===== src/rtl/uart_pkg.sv =====
// Shared UART definitions: FSM states, line levels, oversampling constants
// and the 2-of-3 majority helper used by receivers that vote on samples.
package uart_pkg;

  typedef enum logic [1:0] {
    IDLE      = 2'd0,
    START_BIT = 2'd1,
    DATA_BITS = 2'd2,
    STOP_BIT  = 2'd3
  } uart_state_e;

  localparam logic START      = 1'b0;
  localparam logic STOP       = 1'b1;
  localparam int   OVERSAMPLE = 16;
  localparam int   MID_SAMPLE = 7;

  function automatic logic majority3(input logic a, input logic b, input logic c);
    return (a & b) | (a & c) | (b & c);
  endfunction

endpackage


===== src/rtl/uart_rx_if.sv =====
// Receive-side UART bundle: serial line and baud tick in, received byte and status out.
// slave is the receiver's view, master is the view of whoever drives the line.
interface uart_rx_if #(
  parameter int DATA_BITS = 8
);
  logic                 baud_clk;
  logic                 rx;
  logic [DATA_BITS-1:0] rx_data_o;
  logic                 rx_data_valid;
  logic                 rx_frame_err;
  logic                 rx_busy;
  logic                 baud_rst;

  modport master (
    output baud_clk, rx,
    input  rx_data_o, rx_data_valid, rx_frame_err, rx_busy, baud_rst
  );

  modport slave (
    input  baud_clk, rx,
    output rx_data_o, rx_data_valid, rx_frame_err, rx_busy, baud_rst
  );
endinterface


===== src/rtl/uart_sync.sv =====
// Multi-flop synchronizer for an asynchronous input that idles high,
// with a falling-edge strobe derived from the synchronized value.
module uart_sync #(
  parameter int SYNC_STAGES = 2
) (
  input  logic clk,
  input  logic rst,
  input  logic line,
  output logic line_s,
  output logic fall_s
);

  logic [SYNC_STAGES-1:0] stage_r;
  logic                   prev_r;

  // Shift the line through the chain and remember the previous synchronized value
  always_ff @(posedge clk or posedge rst) begin
    if (rst) begin
      stage_r <= {SYNC_STAGES{1'b1}};
      prev_r  <= 1'b1;
    end else begin
      stage_r <= {stage_r[SYNC_STAGES-2:0], line};
      prev_r  <= stage_r[SYNC_STAGES-1];
    end
  end

  assign line_s = stage_r[SYNC_STAGES-1];
  assign fall_s = prev_r & ~line_s;

endmodule


===== src/rtl/uart_rx.sv =====
// 8N1 UART receiver on a 16x oversampling tick; holds the baud generator in reset while idle.
// Build option UART_RX_MAJORITY_EN: 2-of-3 vote over sample_cnt 6/7/8 instead of one mid-bit sample.
module uart_rx #(
  parameter int DATA_BITS   = 8,
  parameter int SYNC_STAGES = 2
) (
  input logic      clk,
  input logic      rst,
  uart_rx_if.slave bus
);
  import uart_pkg::*;

  localparam int CNT_W = $clog2(DATA_BITS + 1);
`ifdef UART_RX_MAJORITY_EN
  localparam logic [3:0] DECIDE_CNT = 4'(MID_SAMPLE + 1);
`else
  localparam logic [3:0] DECIDE_CNT = 4'(MID_SAMPLE);
`endif
  localparam logic [3:0]       LAST_CNT = 4'(OVERSAMPLE - 1);
  localparam logic [CNT_W-1:0] LAST_BIT = CNT_W'(DATA_BITS);

  uart_state_e          state_r;
  logic [3:0]           sample_cnt_r;
  logic [CNT_W-1:0]     bit_cnt_r;
  logic [DATA_BITS-1:0] shift_r;
  logic                 rx_s;
  logic                 fall_s;
  logic                 decide_s;
  logic                 bit_end_s;
  logic                 bit_v_s;

  uart_sync #(.SYNC_STAGES(SYNC_STAGES)) u_sync (
    .clk    (clk),
    .rst    (rst),
    .line   (bus.rx),
    .line_s (rx_s),
    .fall_s (fall_s)
  );

  assign decide_s  = bus.baud_clk & (sample_cnt_r == DECIDE_CNT);
  assign bit_end_s = bus.baud_clk & (sample_cnt_r == LAST_CNT);

`ifdef UART_RX_MAJORITY_EN
  logic [1:0] early_r;

  // Capture the two samples that precede the decision tick
  always_ff @(posedge clk or posedge rst) begin
    if (rst) begin
      early_r <= 2'b11;
    end else if (bus.baud_clk && (sample_cnt_r == DECIDE_CNT - 4'd2)) begin
      early_r[0] <= rx_s;
    end else if (bus.baud_clk && (sample_cnt_r == DECIDE_CNT - 4'd1)) begin
      early_r[1] <= rx_s;
    end else begin
      early_r <= early_r;
    end
  end

  assign bit_v_s = majority3(early_r[0], early_r[1], rx_s);
`else
  assign bit_v_s = rx_s;
`endif

  // Frame FSM: sample phase counting, bit assembly and the one-cycle result pulses
  always_ff @(posedge clk or posedge rst) begin
    if (rst) begin
      state_r           <= IDLE;
      sample_cnt_r      <= 4'd0;
      bit_cnt_r         <= '0;
      shift_r           <= '0;
      bus.rx_data_o     <= '0;
      bus.rx_data_valid <= 1'b0;
      bus.rx_frame_err  <= 1'b0;
    end else begin
      bus.rx_data_valid <= 1'b0;
      bus.rx_frame_err  <= 1'b0;
      if (state_r == IDLE) begin
        sample_cnt_r <= 4'd0;
      end else if (bus.baud_clk) begin
        sample_cnt_r <= sample_cnt_r + 4'd1;
      end
      case (state_r)
        IDLE: begin
          bit_cnt_r <= '0;
          if (fall_s) state_r <= START_BIT;
        end
        START_BIT: begin
          bit_cnt_r <= '0;
          // A start that is high again at mid-bit was only a glitch
          if (decide_s && (bit_v_s != START)) state_r <= IDLE;
          else if (bit_end_s) state_r <= uart_pkg::DATA_BITS;
        end
        uart_pkg::DATA_BITS: begin
          if (decide_s) begin
            shift_r   <= {bit_v_s, shift_r[DATA_BITS-1:1]};
            bit_cnt_r <= bit_cnt_r + CNT_W'(1);
          end
          if (bit_end_s && (bit_cnt_r == LAST_BIT)) state_r <= STOP_BIT;
        end
        STOP_BIT: begin
          bit_cnt_r <= '0;
          // Leave at mid stop bit so an immediately following start edge is seen
          if (decide_s) begin
            if (bit_v_s == STOP) begin
              bus.rx_data_o     <= shift_r;
              bus.rx_data_valid <= 1'b1;
            end else begin
              bus.rx_frame_err  <= 1'b1;
            end
            state_r <= IDLE;
          end
        end
        default: begin
          state_r   <= IDLE;
          bit_cnt_r <= '0;
        end
      endcase
    end
  end

  assign bus.rx_busy  = (state_r != IDLE);
  assign bus.baud_rst = (state_r == IDLE);

endmodule


===== src/flat_wrapper.sv =====
// flat-port wrapper written by rule: the top's interface ports become plain ports
module uart_rx_flat import uart_pkg::*;
#(
  parameter int DATA_BITS   = 8,
  parameter int SYNC_STAGES = 2
)
  (clk, rst, bus_baud_clk, bus_rx, bus_rx_data_o, bus_rx_data_valid, bus_rx_frame_err, bus_rx_busy, bus_baud_rst);
  uart_rx_if #(.DATA_BITS(DATA_BITS)) bus_i ();
  input logic clk;
  input logic rst;
  input wire logic [$bits(bus_i.baud_clk)-1:0] bus_baud_clk;
  input wire logic [$bits(bus_i.rx)-1:0] bus_rx;
  output wire logic [$bits(bus_i.rx_data_o)-1:0] bus_rx_data_o;
  output wire logic [$bits(bus_i.rx_data_valid)-1:0] bus_rx_data_valid;
  output wire logic [$bits(bus_i.rx_frame_err)-1:0] bus_rx_frame_err;
  output wire logic [$bits(bus_i.rx_busy)-1:0] bus_rx_busy;
  output wire logic [$bits(bus_i.baud_rst)-1:0] bus_baud_rst;
  assign bus_i.baud_clk = bus_baud_clk;
  assign bus_i.rx = bus_rx;
  assign bus_rx_data_o = bus_i.rx_data_o;
  assign bus_rx_data_valid = bus_i.rx_data_valid;
  assign bus_rx_frame_err = bus_i.rx_frame_err;
  assign bus_rx_busy = bus_i.rx_busy;
  assign bus_baud_rst = bus_i.baud_rst;
  uart_rx #(.DATA_BITS(DATA_BITS), .SYNC_STAGES(SYNC_STAGES)) u_core (.clk(clk), .rst(rst), .bus(bus_i));
endmodule

===== config.mk =====
export PLATFORM = sky130hd
export DESIGN_NAME = uart_rx_flat
export DESIGN_NICKNAME = d
export VERILOG_FILES = /design/src/rtl/uart_pkg.sv /design/src/rtl/uart_rx_if.sv /design/src/rtl/uart_sync.sv /design/src/rtl/uart_rx.sv /design/src/flat_wrapper.sv
export SDC_FILE = /design/constraint.sdc
export NUM_CORES = 1
export LEC_CHECK = 0
export CAP_MARGIN = 20
export CORE_ASPECT_RATIO = 1.25
export CORE_MARGIN = 2
export CORE_UTILIZATION = 30
export DETAILED_ROUTE_END_ITERATION = 8
export PLACE_DENSITY = 0.52
export SLEW_MARGIN = 5
export SYNTH_ARGS = -nofsm -noshare
export SYNTH_HDL_FRONTEND = slang
export SYNTH_SLANG_ARGS = --single-unit

===== constraint.sdc =====
create_clock -name clk -period 2.45 [get_ports clk]
set_input_delay 0.49 -clock clk [delete_from_list [all_inputs] [get_ports clk]]
set_output_delay 0.49 -clock clk [all_outputs]
set_load 0.01 [all_outputs]

# Word level (Yosys, flattened, before mapping)
# Cells that the tools add are included.
# W data, S select, Z words.
# op_classes
add_sub_neg	2
n_eq_ne	11
n_mux	16
bitwise	4
n_reduce_logical	9
# ops
op	count
$mux W4	3
$mux W2	5
$add A4 B1 Y4 const B	2
$eq A4 B4 Y1 const B	2
$ne A2 B1 Y1 const B	4
$pmux W2 S4	1
$pmux W4 S2	1
$mux W1	6
$eq A2 B2 Y1 const B	2
$eq A4 B3 Y1 const B	1
$reduce_and A4 Y1	1
$reduce_bool A2 Y1	2
$and A1 B1 Y1	3
$ne A3 B1 Y1 const B	1
$reduce_and A3 Y1	1
$reduce_or A3 Y1	1
$eq A2 B1 Y1 const B	1
$logic_and A1 B1 Y1	2
$logic_not A2 Y1	1
$reduce_and A2 Y1	1
$not A1 Y1	1
# word_totals
ff_bits	31
input_bits	4
out_inout_bits	12
elab_cells	51

# Depth between registers and ports, before layout
# logic_depth
word_depth	5
mapped_depth	5

# By module
# Synthesis repeated with hierarchy kept, for this count alone.
# hier_totals
hier_cells	99
hier_area_um2	1345.0
# modules_own_cells
module	n_inst	cells_per_inst	area_each_um2
uart_rx	1	94	1248.7
uart_sync	1	5	96.3

# Worst setup path after synthesis
# OpenSTA, ideal clock, no wires.
# synth_timing
path_kind	input to register
start	input bus_baud_clk
end	register u_core.bus.rx_data_o[0]
arrival_ns	1.606
required_time_ns	2.325
path_slack_ns	0.719
stages	5
path_buffers	2
path_cell_list	buf_4 -> nand4b_4 -> or3_1 -> buf_6 -> mux2_4
# synth_via
elab_chain_cells	2
# synth_rtl
item	line	text
start: declaration	flat_wrapper.sv:11	input wire logic [$bits(bus_i.baud_clk)-1:0] bus_baud_clk;
$and A1 B1 Y1	uart_rx.sv:40	assign decide_s = bus.baud_clk & (sample_cnt_r == DECIDE_CNT);
$reduce_and A3 Y1 (no source line)	--	
end signal: assignment	uart_rx.sv:105	bus.rx_data_o <= shift_r;
end: declaration	uart_rx_if.sv:21	output rx_data_o, rx_data_valid, rx_frame_err, rx_busy, baud_rst
# No other way between the ends.
# A chain may end at the register's enable or synchronous reset.

==> impl_metrics.ini <==
[outcome]
status = finished clean

[yosys]
ys.flop_type = dfrtp_1
synth_cells = 98
yosys.area_share.simple_pct = 9.58
synthesis.area_um2 = 1320
synthAdderAreaFrac_pct = 2.85
synth_top_family_by_area = multiplexers
synth_seq_cells = 31
synth_edf_count = 0
synth_top_area_share_pct = 53.1
async_flop_share_pct = 100
muxShareOfSynthArea_pct = 18.2
ys_top_cells_by_area = dfrtp_1, mux2_4, mux2_2
yosysUniqueCellTypes = 25
syn_area_per_cell_um2 = 13.5
synth_xor_area_share_pct = 2.66
syn-num-nets = 105
synth_compound_area_share_pct = 3.61
ys_seq_area_share_pct = 59.1
synth_area_leader_cell = dfrtp_1
yosysWarningCount = 0

[routing]
ant_nets = 0
viasPerCell = 4.35
vias = 778
wl_per_cell_um = 12.7
drt_iter0_drc = 37
first_pass_iters = 4
finalWirelength_mm = 2.28
drcViolationCount = 0

[power]
power.share.clock_pct = 37.9
peakVddDrop_mv = 0.432
cell_internal_pwr_uw = 997
power.total_uw = 1360
pwr_density_cell_nw_per_um2 = 813
p_seq_share_pct = 46.3
power_leakage_uw = 0.000801
switching_share_pct = 26.4
power.switching_uw = 358
pwr-share-comb_pct = 15.8

[timing]
maxSlewHeadroom_pct = 63.2
max_freq_mhz = 459
grt_setup_unrepaired = false
min_period_ps = 2180
period_share_pct = 89.0
maxSlewViolCount = 0
setup_tns_ps = 0
hold_violations = 0
fin_skew_ps = 4.01
finalSetupViolations = 0
tightest_slew_ps = 552

[cts]
path_clk_slew_ps = 60
root_buffer = clkbuf_8
cts-resized-gates = 0
holdBufCountCts = 0
cts_setup_buffers = 0
clockBufferDepth = 2
cts_tree = done
clk_latency_ps = 280
cts.sinks = 31
cts_max_level = 2
cts_buffers = 5

[cells_and_area]
utilization_pct = 40.1
final_cells = 179
nNetsFinal = 129
n_antenna_cell = 0
area_growth_pct = 26.5
nFillCells = 424
drive_gt1_share_pct = 28.5

[placed_design]
dp_cells = 171
dp.final_hpwl_mm = 1.60
portBuffers = 15
routabilityCongestion = 0.739

[floorplan]
die_x_um = 63.3
row_count = 26
die_y_um = 78.1
die_area_um2 = 4950
start_util_pct = 31.7
core_area_um2 = 4160
pin_count = 16

[setup_path]
rr_startpoint = u_core.sample_cnt_r[0]$_DFFE_PP0P_
end_kind = primary output
rr_worst_depth = 4
r2r_slack_ps = 560
rr_endpoint = u_core.bus.rx_data_o[5]$_DFFE_PP0P_
path_class = reg -> out
arrival_ps = 1690
cp_max_fo = 6
cp_data_required_time_ps = 1960
worstSetupStartpointType = flip-flop

[global_routing]
grt.overflow.total = 0
grt_pass1_vias = 836
antenna_found_initial = 0
grt_max_degree = 32
track_usage_pct = 10.6
grt_pass1_wl_mm = 3.92

[run]
max-cap-violations = 0

[hold_path]
hold_class = reg -> reg
worstHoldPathCells = 0
min_from = u_core.u_sync.stage_r[0]$_DFF_PP1_
holdPathEnd = u_core.u_sync.stage_r[1]$_DFF_PP1_
==> critical path: stages (launching register included) <==
cell and delay [ps]:
dfrtp_1 450, nor2_1 350, clkdlybuf4s50_1 610
==> metal layers <==
layer	up-vias	track usage [%]	part of all wire (%)
met1	382	11.3	45
met3	5	3.44	3.6
li1	379	-	-
met4	0	5.87	2.5
met2	12	18.4	49
met5	-	0	0
==> state kept, by name (all words and copies together) (netlist names), named ones only <==
signal	flops
u_core.bus.rx_data_o	8
u_core.shift_r	8
u_core.bit_cnt_r	4
u_core.sample_cnt_r	4
u_core.u_sync.stage_r	2
u_core.bus.rx_data_valid	1
u_core.bus.rx_frame_err	1
u_core.state_r	1
u_core.u_sync.prev_r	1
==> logic make-up after synthesis <==
logic type | count (synthesis)
AOI/OAI and AO/OA | 8
xor gates and xnor gates | 4
adders and majority gates | 3
buffers and inverters | 11
DFF | 31
muxes | 19
and+or+nand+nor | 22
==> Yosys cell counts, types with 2 or more instances <==
library cell and count:
xnor2_1 3, dfstp_2 3, nand2_1 4, dfrtp_1 28, or3_2 2, inv_1 9
ha_1 3, nand3_1 2, mux2i_1 3, mux2_2 8, nand4_1 2, mux2_4 8
nor2_1 7, o21ai_0 3, a21oi_1 3
==> power groups by stage <==
stage,Combinational [uW],Sequential [uW],Clock [uW]
3_3_place_gp,206,631,0
5_1_grt,240,634,558
6_report,215,627,513
2_1_floorplan,156,620,0
4_1_cts,219,626,534
3_5_place_dp,219,636,0
==> layout by cell type (no fill, tap or decap), types with 4 or more instances in the layout <==
cell type,n
inv_1,9
clkdlybuf4s50_1,15
buf_4,4
mux2_2,8
mux2_4,8
clkbuf_8,6
nor2_1,7
dfrtp_1,28
nand2_1,4
==> worst max path at each step <==
stage	endpoint	slack [ps]	cells past startpoint
2_1_floorplan	u_core.bus.rx_data_o[0]$_DFFE_PP0P_	720	5
3_3_place_gp	u_core.bus.rx_data_o[3]$_DFFE_PP0P_	220	4
3_5_place_dp	u_core.bus.rx_data_o[7]$_DFFE_PP0P_	190	4
4_1_cts	bus_baud_rst	270	2
5_1_grt	bus_baud_rst	180	2
6_report	bus_baud_rst	270	2
==> metrics by stage <==
step                      hold slack [ps]  worst slack [ps]  area, um2
after global placement                346               218       1550
after CTS                             357               275       1670
after detailed placement              348               186       1550
after floorplan                       345               719       1320
final                                 357               270       1670
after global routing                  360               180       1670
==> area by class of cell <==
class                           instances  area, um2  area share (%)
Inverter                                9       33.8            2.03
Timing Repair Buffer                   19        180            10.8
Clock buffer                            6       82.6            4.95
Tap cell                               56       70.1            4.20
Sequential cell                        31        779            46.7
Clock inverter                          2       35.0            2.10
Multi-Input combinational cell         56        487            29.2
Note: power is estimated with default switching activity, not from simulation.
